## src/rtl/mcl_fsb_pkg.sv

```systemverilog
// Shared FSB bridge types and widths.
// Packet shape and credit counter width.
package mcl_fsb_pkg;

  localparam int fsb_width_gp = 80;
  localparam int credit_width_gp = 8;

  typedef logic [fsb_width_gp-1:0] fsb_pkt_s;
  typedef logic [credit_width_gp-1:0] credit_t;

endpackage

```

## src/rtl/mcl_fsb_fifo.sv

```systemverilog
// Registered FIFO, no bypass, valid/yumi output side.
// Ready comes from the registered full state only.
module mcl_fsb_fifo
  import mcl_fsb_pkg::*;
#(
  parameter int width_p = fsb_width_gp,
  parameter int els_p = 4
) (
  input  logic               clk_i,
  input  logic               reset_n_i,
  input  logic               v_i,
  output logic               ready_o,
  input  logic [width_p-1:0] data_i,
  output logic               v_o,
  output logic [width_p-1:0] data_o,
  input  logic               yumi_i
);

  localparam int aw = $clog2(els_p);

  logic [aw:0]        wr_ptr;
  logic [aw:0]        rd_ptr;
  logic [width_p-1:0] mem [els_p];
  logic               full;
  logic               empty;
  logic               enq;
  logic               deq;

  // Occupancy flags from the extra wrap bit.
  always_comb begin
    full = (wr_ptr[aw] != rd_ptr[aw])
        && (wr_ptr[aw-1:0] == rd_ptr[aw-1:0]);
    empty = (wr_ptr == rd_ptr);
    ready_o = !full && reset_n_i;
    v_o = !empty;
    enq = v_i && ready_o;
    deq = yumi_i && !empty;
    data_o = mem[rd_ptr[aw-1:0]];
  end

  // Pointer advance on accepted pushes and pops.
  always_ff @(posedge clk_i or negedge reset_n_i) begin
    if (!reset_n_i) begin
      wr_ptr <= '0;
      rd_ptr <= '0;
    end else begin
      if (enq) wr_ptr <= wr_ptr + 1'b1;
      if (deq) rd_ptr <= rd_ptr + 1'b1;
    end
  end

  // Storage; cleared on reset so old packets never resurface.
  always_ff @(posedge clk_i or negedge reset_n_i) begin
    if (!reset_n_i) begin
      for (int i = 0; i < els_p; i++) mem[i] <= '0;
    end else if (enq) begin
      mem[wr_ptr[aw-1:0]] <= data_i;
    end
  end

endmodule

```

## src/rtl/mcl_fsb_credit_bridge.sv

```systemverilog
// Per-slot FSB bridge: credited TX path, valid/yumi RX path.
// Holds the credit counter and packet status counters.
module mcl_fsb_credit_bridge
  import mcl_fsb_pkg::*;
#(
  parameter int fsb_width_p = fsb_width_gp,
  parameter int tx_els_p = 4,
  parameter int rx_els_p = 4,
  parameter int credits_p = 8,
  parameter int cnt_width_p = 32
) (
  input  logic                       clk_i,
  input  logic                       reset_n_i,
  input  logic                       fsb_v_i,
  input  logic [fsb_width_p-1:0]     fsb_data_i,
  output logic                       fsb_ready_o,
  output logic                       fsb_v_o,
  output logic [fsb_width_p-1:0]     fsb_data_o,
  input  logic                       fsb_yumi_i,
  output logic                       dev_v_o,
  output logic [fsb_width_p-1:0]     dev_data_o,
  input  logic                       dev_credit_i,
  input  logic                       dev_v_i,
  input  logic [fsb_width_p-1:0]     dev_data_i,
  output logic                       dev_ready_o,
  output logic [credit_width_gp-1:0] credit_o,
  output logic [cnt_width_p-1:0]     tx_cnt_o,
  output logic [cnt_width_p-1:0]     rx_cnt_o,
  output logic                       credit_err_o
);

  localparam credit_t cred_max = credit_width_gp'(credits_p);

  logic    tx_v;
  logic    send;
  logic    rx_pop;
  credit_t credit_r;

  mcl_fsb_fifo #(
    .width_p(fsb_width_p),
    .els_p  (tx_els_p)
  ) tx_fifo (
    .clk_i    (clk_i),
    .reset_n_i(reset_n_i),
    .v_i      (fsb_v_i),
    .ready_o  (fsb_ready_o),
    .data_i   (fsb_data_i),
    .v_o      (tx_v),
    .data_o   (dev_data_o),
    .yumi_i   (send)
  );

  mcl_fsb_fifo #(
    .width_p(fsb_width_p),
    .els_p  (rx_els_p)
  ) rx_fifo (
    .clk_i    (clk_i),
    .reset_n_i(reset_n_i),
    .v_i      (dev_v_i),
    .ready_o  (dev_ready_o),
    .data_i   (dev_data_i),
    .v_o      (fsb_v_o),
    .data_o   (fsb_data_o),
    .yumi_i   (fsb_yumi_i)
  );

  // The device cannot stall, so any offered packet is a send.
  always_comb begin
    send = tx_v && (credit_r != '0);
    dev_v_o = send;
    rx_pop = fsb_yumi_i && fsb_v_o;
    credit_o = credit_r;
  end

  // Credit counter; an excess return saturates and flags an error.
  always_ff @(posedge clk_i or negedge reset_n_i) begin
    if (!reset_n_i) begin
      credit_r <= cred_max;
      credit_err_o <= 1'b0;
    end else if (send && !dev_credit_i) begin
      credit_r <= credit_r - 1'b1;
    end else if (!send && dev_credit_i) begin
      if (credit_r == cred_max) credit_err_o <= 1'b1;
      else credit_r <= credit_r + 1'b1;
    end
  end

  // Free-running packet counters, wrapping naturally.
  always_ff @(posedge clk_i or negedge reset_n_i) begin
    if (!reset_n_i) begin
      tx_cnt_o <= '0;
      rx_cnt_o <= '0;
    end else begin
      if (send) tx_cnt_o <= tx_cnt_o + 1'b1;
      if (rx_pop) rx_cnt_o <= rx_cnt_o + 1'b1;
    end
  end

endmodule
```

## config.mk

```make
export PLATFORM = sky130hd
export DESIGN_NAME = mcl_fsb_credit_bridge
export DESIGN_NICKNAME = d
export VERILOG_FILES = /design/src/rtl/mcl_fsb_pkg.sv /design/src/rtl/mcl_fsb_fifo.sv /design/src/rtl/mcl_fsb_credit_bridge.sv
export SDC_FILE = /design/constraint.sdc
export NUM_CORES = 1
export LEC_CHECK = 0
export CORE_MARGIN = 5
export CORE_UTILIZATION = 56
export CTS_BUF_LIST = sky130_fd_sc_hd__clkbuf_8 sky130_fd_sc_hd__clkbuf_16
export DETAILED_ROUTE_END_ITERATION = 6
export PLACE_DENSITY_LB_ADDON = 0.3
export REMOVE_ABC_BUFFERS = 1
export SLEW_MARGIN = 10
export SYNTH_ARGS = -nofsm -noshare
export SYNTH_HDL_FRONTEND = slang
export SYNTH_HIERARCHICAL = 1
export SYNTH_SLANG_ARGS = --single-unit
```

## constraint.sdc

```tcl
create_clock -name clk_i -period 3.6 [get_ports clk_i]
set_clock_uncertainty 0.1 [all_clocks]
set_input_delay 0.54 -clock clk_i [delete_from_list [all_inputs] [get_ports clk_i]]
set_output_delay 0.54 -clock clk_i [all_outputs]
set_load 0.03 [all_outputs]
```

# Word level (Yosys, flattened, before mapping)
# Cells that the tools add are included.
word_totals:
  word_cells: 81
  in_bits: 166
  out_inout_bits: 237
  ff_bits: 725
classes:
  n_bitwise: 5
  n_reduce_logical: 23
  order_cmp: 6
  add_sub_neg: 8
  eq_ne: 8
  muxes: 15
op_table:
  columns: ["operator", "count"]
  rows:
  - ["320-bit bitwise mux", 2]
  - ["80-bit two-way mux", 6]
  - ["80-bit binary-select mux with 2-bit select", 2]
  - ["80-bit demux with 2-bit select", 2]
  - ["32-bit by 1-bit adder with 32-bit output, second input constant", 2]
  - ["8-bit two-way mux", 3]
  - ["1-bit logical AND", 13]
  - ["3-bit by 1-bit adder with 3-bit output, second input constant", 4]
  - ["3-bit >= comparator, second input constant", 4]
  - ["2-bit NOT with 3-bit output", 4]
  - ["8-bit by 1-bit adder with 8-bit output, second input constant", 1]
  - ["8-bit by 4-bit == test with 1-bit output, second input constant", 1]
  - ["8-bit nonzero test", 1]
  - ["8-bit by 1-bit subtractor with 8-bit output, second input constant", 1]
  - ["3-bit == test", 2]
  - ["1-bit zero test", 6]
  - ["3-bit by 1-bit < comparator with 1-bit output, second input constant", 2]
  - ["2-bit == test", 2]
  - ["3-bit AND reduction", 1]
  - ["1-bit != test", 2]
  - ["2-bit != test, second input constant", 1]
  - ["2-bit AND reduction", 1]
  - ["2-bit nonzero test", 1]
  - ["1-bit NOT", 1]

# Longest topological paths before layout
# Gate-level depths: netlist of run 1.
logic_depth:
  ltp_word: 7
  depth_mapped: 14
  depth_no_buf: 14

# By module
# Netlist of run 1, hierarchy kept.
modules_own_cells:
  columns: ["mod", "seq_area_each_um2", "area_each_um2", "cells_per_inst", "instances"]
  rows:
  - ["mcl_fsb_fifo (tx_fifo)", 8157.8, 15212.1, 812, 1]
  - ["mcl_fsb_fifo (rx_fifo)", 8157.8, 14923.1, 809, 1]
  - ["mcl_fsb_credit_bridge", 1828.0, 3460.8, 301, 1]

# Least setup slack after synthesis of run 1
# OpenSTA, ideal clock, no wires.
synth_timing:
  path_type: "reg-to-reg"
  startpoint: "reg tx_fifo.wr_ptr[2]"
  endpoint: "reg credit_r[7], in the netlist credit_o[7]"
  stages_incl_launch_ff: 13
  path_slack_ns: 0.158
  synth_period_minus_slack_ns: 3.442
  arrival_ns: 3.207
  t_required_ns: 3.366
  path_cell_list: "dfrtp_1 -> xnor2_1 -> nand2_1 -> o21ai_1 -> inv_1 -> ha_1 -> ha_1 -> a21o_1 -> a21oi_1 -> o21ai_0 -> a31oi_1 -> mux2i_1 -> xnor2_1"
synth_between:
  elab_chain_cells: 7
  elab_cells_between_ends: 10
synth_lines:
  columns: ["item", "line_no", "rtl"]
  rows:
  - ["start: declaration", "mcl_fsb_fifo.sv:21", "logic [aw:0] wr_ptr;"]
  - ["start signal: assignment", "mcl_fsb_fifo.sv:47", "if (enq) wr_ptr <= wr_ptr + 1'b1;"]
  - ["3-bit == test (*)", "mcl_fsb_fifo.sv:33", "empty = (wr_ptr == rd_ptr);"]
  - ["1-bit zero test (*)", "mcl_fsb_fifo.sv:35", "v_o = !empty;"]
  - ["net tx_v", "mcl_fsb_credit_bridge.sv:34", "logic tx_v;"]
  - ["1-bit logical AND (*)", "mcl_fsb_credit_bridge.sv:69", "send = tx_v && (credit_r != '0);"]
  - ["net dev_v_o", "mcl_fsb_credit_bridge.sv:20", "output logic dev_v_o,"]
  - ["1-bit zero test", "mcl_fsb_credit_bridge.sv:82", "end else if (!send && dev_credit_i) begin"]
  - ["1-bit logical AND", "mcl_fsb_credit_bridge.sv:82", null]
  - ["2-bit nonzero test (no line)", null, null]
  - ["2-bit AND reduction (no line)", null, null]
  - ["end signal: assignment", "mcl_fsb_credit_bridge.sv:78", "credit_r <= cred_max;"]
  - ["end signal: assignment", "mcl_fsb_credit_bridge.sv:81", "credit_r <= credit_r - 1'b1;"]
  - ["end signal: assignment", "mcl_fsb_credit_bridge.sv:84", "else credit_r <= credit_r + 1'b1;"]
  - ["end: declaration", "mcl_fsb_credit_bridge.sv:37", "credit_t credit_r;"]
# The timed path passes the listed nets; every way through them passes the cells marked *.
# A chain may end at the register's enable or synchronous reset.

# Final worst setup path of run 1
layout_timing:
  startpoint: "reg rx_fifo.rd_ptr[1]"
  endpoint: "out fsb_v_o"
layout_between:
  elab_chain_cells: 2
layout_lines:
  columns: ["item", "line_no", "rtl"]
  rows:
  - ["start: declaration", "mcl_fsb_fifo.sv:22", "logic [aw:0] rd_ptr;"]
  - ["start signal: assignment", "mcl_fsb_fifo.sv:48", "if (deq) rd_ptr <= rd_ptr + 1'b1;"]
  - ["3-bit == test", "mcl_fsb_fifo.sv:33", null]
  - ["1-bit zero test", "mcl_fsb_fifo.sv:35", null]
  - ["end: declaration", "mcl_fsb_credit_bridge.sv:17", "output logic fsb_v_o,"]
# Every way passes these cells.

==> summary.txt, run 1 <==
Port-buffer cells: 402
Area after DPL: 38300 sq um
Sum of net half-perimeters after detailed placement: 47800 microns
MaxCap Viol Count: 0
Initial DRC Count: 973
Class of the worst hold path: input pin to asynchronous set/reset pin
Unrepaired setup endpoints after global routing: false
IR drop worst, VDD: 761 uV
Number of max-slew violations in the final report: 0
Maximum number of pins on one net before global-route repair: 189
Proportion of netlist area held by the largest area contributor: 53.9%
Final setup vio count: 0
Initial Utilization: 56.7%
Synthesized cell area: 33600 sq um
Crit path buffers/inverters: 2
Kind of critical path: register to primary output
Headroom to the max-slew limit: 26.2%
Maximum clock path buffer count: 3
Share of flip-flops with an asynchronous set or reset after synthesis: 100%
I/O pin cnt: 403
FF/Latch Area: 18200 sq um
Fraction of final layout cells sized beyond drive strength 1: 41.7%
Power per cell area: 1080 nW/um^2
Die outline height: 255 microns
Cell count after synthesis: 1922
Main flop type after synthesis: sky130_fd_sc_hd__dfrtp_1
Min cycle time layout: 3.47 ns
Slowest-stage cell, CP: sky130_fd_sc_hd__clkdlybuf4s50_1
Sequential fraction of the synthesis area: 54.0%
WL final: 77700 microns
Layout overhead on the synthesized area: 22.0%
Register bit total from synthesis: 725
Worst path required time: 2.96 ns
Total Negative Setup Slacks: 0 ns
Stage delay of the slowest cell on the critical path: 0.69 ns
Final routed wire length divided by cell count: 24.4 microns
Synth warn: 6
Combined global-route utilization of all metal layers: 23.7%
Last weighted congestion value of the routability-driven placer: 0.801
Standard cell core area: 59200 sq um
Number of library cell types mapped by synthesis: 51
Actual slew at the worst max-slew pin: 1.11 ns
Clock tree from TritonCTS: done
Site row count: 89
Kind of launch point of the worst setup path: register
Mean post-synth cell area: 17.5 sq um
Highest attainable clock frequency: 288 MHz
Outcome: finished clean
Total Die Area: 65000 sq um
Crit path capture type: primary output
Via count of the first global-routing pass: 20800
CTS Root Cell: sky130_fd_sc_hd__clkbuf_16
Finished Cell Area: 41000 sq um
Multi-input gate area in the final layout: 14700 sq um
Final worst-path cycle share: 96.4%
Wire length of the first global-routing pass: 122000 microns
Power after layout: 44200 uW
Depth of the CTS H-tree: 3
Number of flops mapped to enable cells by yosys: 0
Clock input transition at the sequential cells of the worst setup and hold paths: 0.06 ns
Number of nets with antenna violations after detailed routing: 0
Cell accounting for the most synthesized area: sky130_fd_sc_hd__dfrtp_1
Number of antenna violations at the first check in global routing: 15
Static power due to leakage: 0.0187 uW
Nets: 2525
Detailed-route DRC error count: 0
Post-layout util: 69.2%
Top area cells in the synthesized netlist: sky130_fd_sc_hd__dfrtp_1, sky130_fd_sc_hd__mux2_4, sky130_fd_sc_hd__mux4_2, sky130_fd_sc_hd__mux2_2, sky130_fd_sc_hd__xnor2_1
Sink Count: 725
Via-per-instance ratio: 5.80
Die width: 255 microns
Number of CTS-inserted buffers: 77
Residual overflow from global routing: 0
Pre-Repair DR Iteration Count: 4
Final Hold Violating Endpoints: 0
Worst-Skew Late Latency: 0.60 ns
Vias after detailed routing: 18500
Cell-by-cell listing of the critical path: buf_12 > xnor2_2 > nand3_1 > clkdlybuf4s50_1
Kind of cell with the highest combined delay on the critical path: buffers and inverters
Endpoint arrival time on the critical path: 2.83 ns
Largest driver fanout on the critical path: 76
Fillers: 3858
## cell type report
cell class | count | area share [%]
inverters | 11 | 0.101
multi-input cells | 1080 | 35.8
clock buffers | 94 | 5.33
flip-flops and latches | 725 | 44.3
well taps | 773 | 2.36
diodes | 14 | 0.0855
clock inverters | 41 | 0.830
repair buffers | 443 | 11.2
## through the flow
stage	cells	hold slack [ns]	setup slack [ns]
2_1_floorplan	1816	0.144	-4.97
3_3_place_gp	3029	0.351	0.285
3_5_place_dp	3029	0.346	0.148
4_1_cts	3167	0.318	0.0390
5_1_grt	3175	0.344	0.00573
6_report	3181	0.345	0.128
## synthesized netlist by cell type (2+ instances only)
cell type / number
sky130_fd_sc_hd__o311ai_0: 2
sky130_fd_sc_hd__buf_2: 36
sky130_fd_sc_hd__xnor2_1: 67
sky130_fd_sc_hd__nor4_1: 3
sky130_fd_sc_hd__nand3_1: 26
sky130_fd_sc_hd__and4_1: 7
sky130_fd_sc_hd__nor2_2: 2
sky130_fd_sc_hd__nand4_1: 13
sky130_fd_sc_hd__xor2_2: 2
sky130_fd_sc_hd__a211oi_1: 2
sky130_fd_sc_hd__o21ai_0: 3
sky130_fd_sc_hd__ha_1: 20
sky130_fd_sc_hd__o31ai_1: 2
sky130_fd_sc_hd__inv_1: 11
sky130_fd_sc_hd__nor2b_1: 2
sky130_fd_sc_hd__nand2_1: 32
sky130_fd_sc_hd__and2_1: 6
sky130_fd_sc_hd__o311ai_4: 6
sky130_fd_sc_hd__mux2_4: 409
sky130_fd_sc_hd__clkbuf_1: 20
sky130_fd_sc_hd__and3_1: 10
sky130_fd_sc_hd__a21oi_1: 4
sky130_fd_sc_hd__mux4_2: 160
sky130_fd_sc_hd__mux2_2: 239
sky130_fd_sc_hd__nor3_1: 4
sky130_fd_sc_hd__nor2_1: 11
sky130_fd_sc_hd__nand3_2: 3
sky130_fd_sc_hd__xor2_1: 16
sky130_fd_sc_hd__a211o_1: 2
sky130_fd_sc_hd__dfrtp_1: 724
sky130_fd_sc_hd__a21o_1: 4
sky130_fd_sc_hd__o31a_2: 2
sky130_fd_sc_hd__buf_6: 50
sky130_fd_sc_hd__a31oi_1: 5
## flip-flops by register name (all words and copies together), names as in the netlist
name            count
rx_fifo/wr_ptr      3
tx_fifo/mem       320
credit_o            8
rx_cnt_o           32
rx_fifo/rd_ptr      3
tx_cnt_o           32
rx_fifo/mem       320
tx_fifo/rd_ptr      3
tx_fifo/wr_ptr      3
credit_err_o        1
## layout by cell type, fill, tap and decap left out, drive strengths merged, types with 2 or more instances in the layout
cell type / count
dfrtp: 724
mux2: 648
clkdlybuf4s50: 400
mux4: 160
clkbuf: 94
xnor2: 67
buf: 41
inv: 34
nand2: 32
nand3: 29
ha: 20
xor2: 18
diode: 14
nand4: 14
nor2: 13
clkinv: 12
and3: 11
and4: 8
o311ai: 8
and2: 6
nor3: 6
bufinv: 5
a31oi: 5
a21oi: 4
a21o: 4
nor4: 4
o21ai: 4
nor2b: 3
o31a: 3
o31ai: 2
a211oi: 2
a211o: 2
## timing repair
| action | CTS | global route |
|---|---|---|
| hold endpoints to repair | 33 | 0 |
| resized for setup | 4 | 2 |
| cloned | 1 | 0 |
| pin swaps | 0 | 0 |
| setup endpoints to repair | 110 | 2 |
| buffers inserted | 1 | 0 |
| hold buffers | 1 | 0 |
## cells by family after synthesis
family | Yosys count | synth area share [%]
mux | 809 | 37.0
flops | 725 | 54.0
simple gates | 129 | 2.23
buf+inv | 117 | 2.56
xor+xnor | 85 | 2.26
compound gates | 36 | 1.10
fa+ha+maj | 21 | 0.804
## where the power goes
part | internal [uW] | total, uW | switching [uW] | leakage, uW
clock network | 4650 | 7880 | 3240 | 0.00133
logic | 11700 | 21900 | 10200 | 0.00858
registers | 12000 | 14400 | 2350 | 0.00881
## path summary, 6_finish.rpt
check | startpoint | endpoint | slack [ns] | depth (start not counted)
max | rx_fifo/rd_ptr[1] | fsb_v_o | 0.13 | 4
min | reset_n_i | rx_fifo/mem[227] | 0.34 | 2
max reg2reg | tx_fifo/rd_ptr[1] | credit_o[6] | 0.38 | 14
min reg2reg | credit_err_o | credit_err_o | 0.36 | 1
max in group asynchronous | reset_n_i | tx_fifo/mem[162] | 1.31 | 4
min in group clk_i | credit_err_o | credit_err_o | 0.36 | 1
## layer usage
| metal | wire length (microns) | vias up | GRT usage, % |
|---|---|---|---|
| met1 | 33300 | 9946 | 32.2 |
| met3 | 4150 | 119 | 5.37 |
| li1 | - | 7959 | - |
| met5 | 48 | - | 0 |
| met2 | 38100 | 428 | 38.5 |
| met4 | 2090 | 10 | 8.10 |
No activity file was read; power rests on OpenSTA's default activity.
==> run 2, diff against run 1 <==
--- a/config.mk
+++ b/config.mk
@@ -9,6 +9,7 @@
 export CORE_UTILIZATION = 56
 export CTS_BUF_LIST = sky130_fd_sc_hd__clkbuf_8 sky130_fd_sc_hd__clkbuf_16
 export DETAILED_ROUTE_END_ITERATION = 6
+export GPL_TIMING_DRIVEN = 0
 export PLACE_DENSITY_LB_ADDON = 0.3
 export REMOVE_ABC_BUFFERS = 1
 export SLEW_MARGIN = 10
==> run 2 against run 1 <==
- worst setup slack got worse by 0.0015 ns
- wire length increased by 2.6%
- register-to-register slack got worse by 0.13 ns
- critical path type unchanged
- highest routed layer unchanged
- die area unchanged
- critical path depth unchanged
- largest cell class unchanged
- power increased by 1.5%
- global-route usage increased by 0.75 points
==> summary.txt, run 2 (same netlist as run 1, synthesis figures left out) <==
Worst path required time: 2.96 ns (about the same)
Via-per-instance ratio: 5.77 (was 5.80)
Final setup vio count: 0 (unchanged)
Initial Utilization: 56.7% (unchanged)
Residual overflow from global routing: 0 (unchanged)
Die width: 255 microns (unchanged)
Largest registers ranked by flip-flop count: rx_fifo/mem x320, tx_fifo/mem x320 (unchanged)
Met3 routed WL: 4660 microns (was 4150 microns)
Total Negative Setup Slacks: 0 ns (unchanged)
Worst hold margin: 0.0195 ns (was 0.345 ns)
Initial DRC Count: 955 (was 973)
Fillers: 3671 (was 3858)
Sink Count: 725 (unchanged)
Startpoint of the most critical register-to-register path: tx_fifo/wr_ptr[1] (was tx_fifo/rd_ptr[1])
Port-buffer cells: 402 (unchanged)
Total Die Area: 65000 sq um (unchanged)
Capture instance of the worst register-to-register path: credit_o[7] (was credit_o[6])
Worst slack after detailed placement: -0.709 ns (was 0.148 ns)
Outcome: finished clean (unchanged)
Top library cells by usage in the layout, fill and taps aside: sky130_fd_sc_hd__dfrtp_1, sky130_fd_sc_hd__mux2_4, sky130_fd_sc_hd__clkdlybuf4s50_1 (unchanged)
Min cycle time layout: 3.47 ns (about the same)
WL final: 79700 microns (was 77700 microns)
IR drop worst, VDD: 685 uV (was 761 uV)
Actual slew at the worst max-slew pin: 1.07 ns (was 1.11 ns)
Maximum clock path buffer count: 3 (unchanged)
Power per cell area: 1060 nW/um^2 (was 1080 nW/um^2)
Sum of net half-perimeters after detailed placement: 54000 microns (was 47800 microns)
Largest driver fanout on the critical path: 33 (was 76)
Final Hold Violating Endpoints: 0 (unchanged)
Depth of the CTS H-tree: 3 (unchanged)
Highest attainable clock frequency: 288 MHz (about the same)
Endpoint arrival time on the critical path: 2.83 ns (about the same)
Number of nets with antenna violations after detailed routing: 0 (unchanged)
Vias after detailed routing: 18700 (was 18500)
FF/Latch Area: 18200 sq um (unchanged)
Clock input transition at the sequential cells of the worst setup and hold paths: 0.06 ns (about the same)
Wire length of the first global-routing pass: 125000 microns (was 122000 microns)
Combined global-route utilization of all metal layers: 24.5% (was 23.7%)
Final worst-path cycle share: 96.5% (was 96.4%)
Uppermost signal routing layer after detailed routing: met5 (unchanged)
Post-layout util: 71.5% (was 69.2%)
Multi-input gate area in the final layout: 14700 sq um (about the same)
Last weighted congestion value of the routability-driven placer: 0.791 (was 0.801)
Most common library cell in the layout ignoring fill and taps: sky130_fd_sc_hd__dfrtp_1 (unchanged)
Number of CTS-inserted buffers: 76 (was 77)
Detailed route wirelength on metal2: 39100 microns (was 38100 microns)
MaxCap Viol Count: 0 (unchanged)
Fraction of final layout cells sized beyond drive strength 1: 43.6% (was 41.7%)
Maximum number of pins on one net before global-route repair: 116 (was 189)
Pre-Repair DR Iteration Count: 5 (was 4)
Kind of launch point of the worst setup path: register (unchanged)
Worst-Skew Late Latency: 0.60 ns (about the same)
Detailed-route DRC error count: 0 (unchanged)
Site row count: 89 (unchanged)
Class of the worst hold path: input pin to asynchronous set/reset pin (unchanged)
Worst Slack Setup Final: 0.126 ns (was 0.128 ns)
Kind of critical path: register to primary output (unchanged)
I/O pin cnt: 403 (unchanged)
Standard cell core area: 59200 sq um (unchanged)
Number of max-slew violations in the final report: 0 (unchanged)
Static power due to leakage: 0.0193 uW (was 0.0187 uW)
CTS Root Cell: sky130_fd_sc_hd__clkbuf_16 (unchanged)
Final routed wire length divided by cell count: 24.6 microns (was 24.4 microns)
Layout overhead on the synthesized area: 26.1% (was 22.0%)
Length of routed wiring on met1: 33600 microns (was 33300 microns)
Number of antenna violations at the first check in global routing: 15 (unchanged)
Via count of the first global-routing pass: 20800 (about the same)
Crit path capture type: primary output (unchanged)
Slack of the worst reg-to-reg path: 0.25 ns (was 0.38 ns)
Nets: 2581 (was 2525)
Die outline height: 255 microns (unchanged)
R2R depth: 13 (was 14)
Clock tree from TritonCTS: done (unchanged)
Headroom to the max-slew limit: 28.6% (was 26.2%)
run 2: changes by cell type in the layout (fill, tap and decap cells not counted), moves of 6 or more:
cell	change
sky130_fd_sc_hd__buf_16	+37
sky130_fd_sc_hd__buf_4	-15
sky130_fd_sc_hd__inv_1	-12
sky130_fd_sc_hd__buf_6	+6
sky130_fd_sc_hd__buf_8	+40
sky130_fd_sc_hd__clkinv_2	+10
sky130_fd_sc_hd__buf_12	-13
run 2: how the worst max path moves through the flow:
stage / from / end / slack (ns) / cells after the start
6_report: rx_fifo/rd_ptr[0] / fsb_data_o[58] / 0.13 / 4
3_5_place_dp: tx_fifo/rd_ptr[0] / credit_o[6] / -0.71 / 14
4_1_cts: rx_fifo/rd_ptr[0] / fsb_data_o[50] / 0.03 / 4
5_1_grt: rx_fifo/rd_ptr[0] / fsb_data_o[66] / -0.004 / 4
2_1_floorplan: rx_fifo/rd_ptr[0] / rx_fifo/mem[0] / -4.97 / 3
3_3_place_gp: reset_n_i / tx_fifo/mem[22] / -33.38 / 4
run 2: repair_timing:
action / 4_1_cts / 5_1_grt
buffers inserted: 7 / 2
endpoints found under the hold margin: 55 / 24
endpoints found under the setup margin: 139 / 7
pin swaps: 0 / 2
resized for setup: 12 / 4
hold buffers: 6 / 4
run 2: report_power, final:
part | leakage [uW] | internal, uW | switching, uW
Combinational | 0.00921 | 12100 | 10400
Sequential | 0.00881 | 12000 | 2320
Clock | 0.00132 | 4680 | 3260
Total | 0.0193 | 28900 | 16000
run 2: layer usage:
metal	vias to the layer above	global-route usage, %
met5	-	0
met4	6	8.07
met3	119	6.05
met2	433	39.6
met1	10000	33.2
li1	8091	-
run 2: cell type report:
type                       count  share of cell area (%)
clock inverter                40                   0.824
multi-input combinational   1080                    34.7
sequential                   725                    42.9
clock buffer                  97                    5.20
antenna                       13                  0.0768
tap                          773                    2.28
inverter                      11                  0.0974
timing repair buffer         500                    14.0
run 2: critical path: stages, from the launching register on:
cell and delay [ns]:
sky130_fd_sc_hd__dfrtp_4 0.44, sky130_fd_sc_hd__buf_16 0.24, sky130_fd_sc_hd__buf_16 0.30, sky130_fd_sc_hd__mux4_2 0.55, sky130_fd_sc_hd__clkdlybuf4s50_1 0.67
run 2: through the flow:
step,total power [uW],cells,instance area [sq um]
after floorplan,29100,1816,32800
after global placement,35600,2991,37800
after detailed placement,36600,3070,39400
after CTS,45100,3220,42200
after global routing,46900,3233,42400
final,44900,3239,42400
==> run 3, diff against run 2 <==
--- a/config.mk
+++ b/config.mk
@@ -6,8 +6,9 @@
 export NUM_CORES = 1
 export LEC_CHECK = 0
 export CORE_MARGIN = 5
-export CORE_UTILIZATION = 56
+export CORE_UTILIZATION = 45
 export CTS_BUF_LIST = sky130_fd_sc_hd__clkbuf_8 sky130_fd_sc_hd__clkbuf_16
+export CTS_CLUSTER_SIZE = 24
 export DETAILED_ROUTE_END_ITERATION = 6
 export GPL_TIMING_DRIVEN = 0
 export PLACE_DENSITY_LB_ADDON = 0.3
==> run 3 against run 2 <==
- sequential power barely moved
- count of clock-buffer cells in the layout up 3
- worst hold slack better by 0.010 ns
- non-clock buffer count up 6
- final area grew 1.4%
- global-route usage down 3.8 points
- combinational power hardly changed
- power rose by 1.6%
- maximum frequency rose by 1.1%
- critical path type unchanged
- critical endpoint is now fsb_data_o[37]
- largest power group unchanged
==> summary.txt, run 3 (same netlist as run 1, synthesis figures left out) <==
Outcome: finished clean (unchanged)
Clock input transition at the sequential cells of the worst setup and hold paths: 0.06 ns (about the same)
Worst path required time: 2.96 ns (about the same)
CTS Root Cell: sky130_fd_sc_hd__clkbuf_16 (unchanged)
Residual overflow from global routing: 0 (unchanged)
Final setup vio count: 0 (unchanged)
Final worst-path cycle share: 95.5% (was 96.5%)
Largest driver fanout on the critical path: 29 (was 33)
R2R depth: 14 (was 13)
Worst-Skew Late Latency: 0.62 ns (was 0.60 ns)
Nets: 2592 (was 2581)
Worst Slack Setup Final: 0.164 ns (was 0.126 ns)
Area after DPL: 39500 sq um (was 39400 sq um)
Depth of the CTS H-tree: 3 (unchanged)
Die width: 283 microns (was 255 microns)
MaxCap Viol Count: 0 (unchanged)
Power after layout: 45600 uW (was 44900 uW)
Capture instance of the worst register-to-register path: credit_o[7] (unchanged)
Largest registers ranked by flip-flop count: rx_fifo/mem x320, tx_fifo/mem x320 (unchanged)
Total Negative Setup Slacks: 0 ns (unchanged)
Final Hold Violating Endpoints: 0 (unchanged)
Layout overhead on the synthesized area: 27.9% (was 26.1%)
Top library cells by usage in the layout, fill and taps aside: sky130_fd_sc_hd__dfrtp_1, sky130_fd_sc_hd__mux2_4, sky130_fd_sc_hd__clkdlybuf4s50_1 (unchanged)
Detailed-route DRC error count: 0 (unchanged)
Fillers: 5559 (was 3671)
Endpoint arrival time on the critical path: 2.80 ns (was 2.83 ns)
Initial DRC Count: 781 (was 955)
Static power due to leakage: 0.0196 uW (was 0.0193 uW)
Worst setup path endpoint: fsb_data_o[37] (was fsb_data_o[58])
I/O pin cnt: 403 (unchanged)
Total Die Area: 80200 sq um (was 65000 sq um)
Number of max-slew violations in the final report: 0 (unchanged)
Startpoint of the most critical register-to-register path: tx_fifo/rd_ptr[0] (was tx_fifo/wr_ptr[1])
Headroom to the max-slew limit: 38.8% (was 28.6%)
Vias after detailed routing: 18800 (was 18700)
Most common library cell in the layout ignoring fill and taps: sky130_fd_sc_hd__dfrtp_1 (unchanged)
IR drop worst, VDD: 690 uV (was 685 uV)
Worst hold margin: 0.0299 ns (was 0.0195 ns)
Unrepaired setup endpoints after global routing: false
Sum of net half-perimeters after detailed placement: 56100 microns (was 54000 microns)
Port-buffer cells: 402 (unchanged)
Kind of launch point of the worst setup path: register (unchanged)
Pre-Repair DR Iteration Count: 4 (was 5)
FF/Latch Area: 18200 sq um (unchanged)
Multi-input gate area in the final layout: 14700 sq um (about the same)
Actual slew at the worst max-slew pin: 0.914 ns (was 1.07 ns)
Via-per-instance ratio: 5.44 (was 5.77)
Class of the worst hold path: input pin to asynchronous set/reset pin (unchanged)
Final routed wire length divided by cell count: 24.3 microns (was 24.6 microns)
Number of nets with antenna violations after detailed routing: 0 (unchanged)
Maximum number of pins on one net before global-route repair: 119 (was 116)
Min cycle time layout: 3.44 ns (was 3.47 ns)
Combined global-route utilization of all metal layers: 20.7% (was 24.5%)
Worst slack after detailed placement: -1.35 ns (was -0.709 ns)
Maximum clock path buffer count: 3 (unchanged)
Die outline height: 283 microns (was 255 microns)
Number of CTS-inserted buffers: 81 (was 76)
WL final: 83700 microns (was 79700 microns)
Kind of critical path: register to primary output (unchanged)
Standard cell core area: 74200 sq um (was 59200 sq um)
Worst setup path start: rx_fifo/rd_ptr[0] (unchanged)
Site row count: 100 (was 89)
Finished Cell Area: 43000 sq um (was 42400 sq um)
Wire length of the first global-routing pass: 132000 microns (was 125000 microns)
Via count of the first global-routing pass: 21600 (was 20800)
Number of antenna violations at the first check in global routing: 12 (was 15)
Highest attainable clock frequency: 291 MHz (was 288 MHz)
Slack of the worst reg-to-reg path: 0.21 ns (was 0.25 ns)
Initial Utilization: 45.3% (was 56.7%)
Fraction of final layout cells sized beyond drive strength 1: 43.6% (about the same)
Clock tree from TritonCTS: done (unchanged)
Sink Count: 725 (unchanged)
Crit path capture type: primary output (unchanged)
Last weighted congestion value of the routability-driven placer: 0.743 (was 0.791)
Power per cell area: 1060 nW/um^2 (about the same)
run 3: layer usage:
layer / wire length (microns) / GRT usage, % / vias to the layer above
met5: 31 / 0 / -
met4: 2650 / 7.78 / 4
met3: 4130 / 4.54 / 137
met2: 42100 / 34.9 / 387
met1: 34700 / 26.6 / 10100
li1: - / - / 8124
run 3: critical path, cell delays in order (launching register included):
cell and delay [ns]:
sky130_fd_sc_hd__dfrtp_4 0.47, sky130_fd_sc_hd__buf_16 0.26, sky130_fd_sc_hd__buf_12 0.26, sky130_fd_sc_hd__mux4_2 0.53, sky130_fd_sc_hd__clkdlybuf4s50_1 0.65
run 3: worst min path at each step:
stage,endpoint,cells after the start
after CTS,tx_fifo/mem[179],3
final,tx_fifo/mem[179],3
after global routing,tx_fifo/mem[179],3
after floorplan,credit_err_o,0
after detailed placement,credit_err_o,1
after global placement,credit_err_o,1
run 3: report_power, final:
group          internal, uW  switching, uW  total, uW
registers             12000           2410      14400
clock network          5350           3430       8770
logic                 12000          10300      22400
run 3: repair_timing:
| action | in CTS | in global routing |
|---|---|---|
| gates resized for setup | 24 | 10 |
| endpoints found under the hold margin | 54 | 0 |
| pin swaps | 2 | 1 |
| cloned | 5 | 0 |
| setup endpoints to repair | 368 | 10 |
| hold buffers | 11 | 0 |
| setup buffers | 8 | 2 |
run 3: metrics by stage:
stage	utilization, %	cells
finish	57.9	3449
global route	57.9	3446
CTS	57.8	3437
detailed placement	53.3	3265
global placement	51.2	3187
floorplan	-	1816
run 3: area by class of cell:
cell class	instances	area share, %
well taps	969	2.82
flip-flops and latches	725	42.3
clock inverters	48	1.28
inverters	11	0.0961
repair buffers	506	13.9
multi-input cells	1080	34.2
clock buffers	100	5.38
diodes	10	0.0582
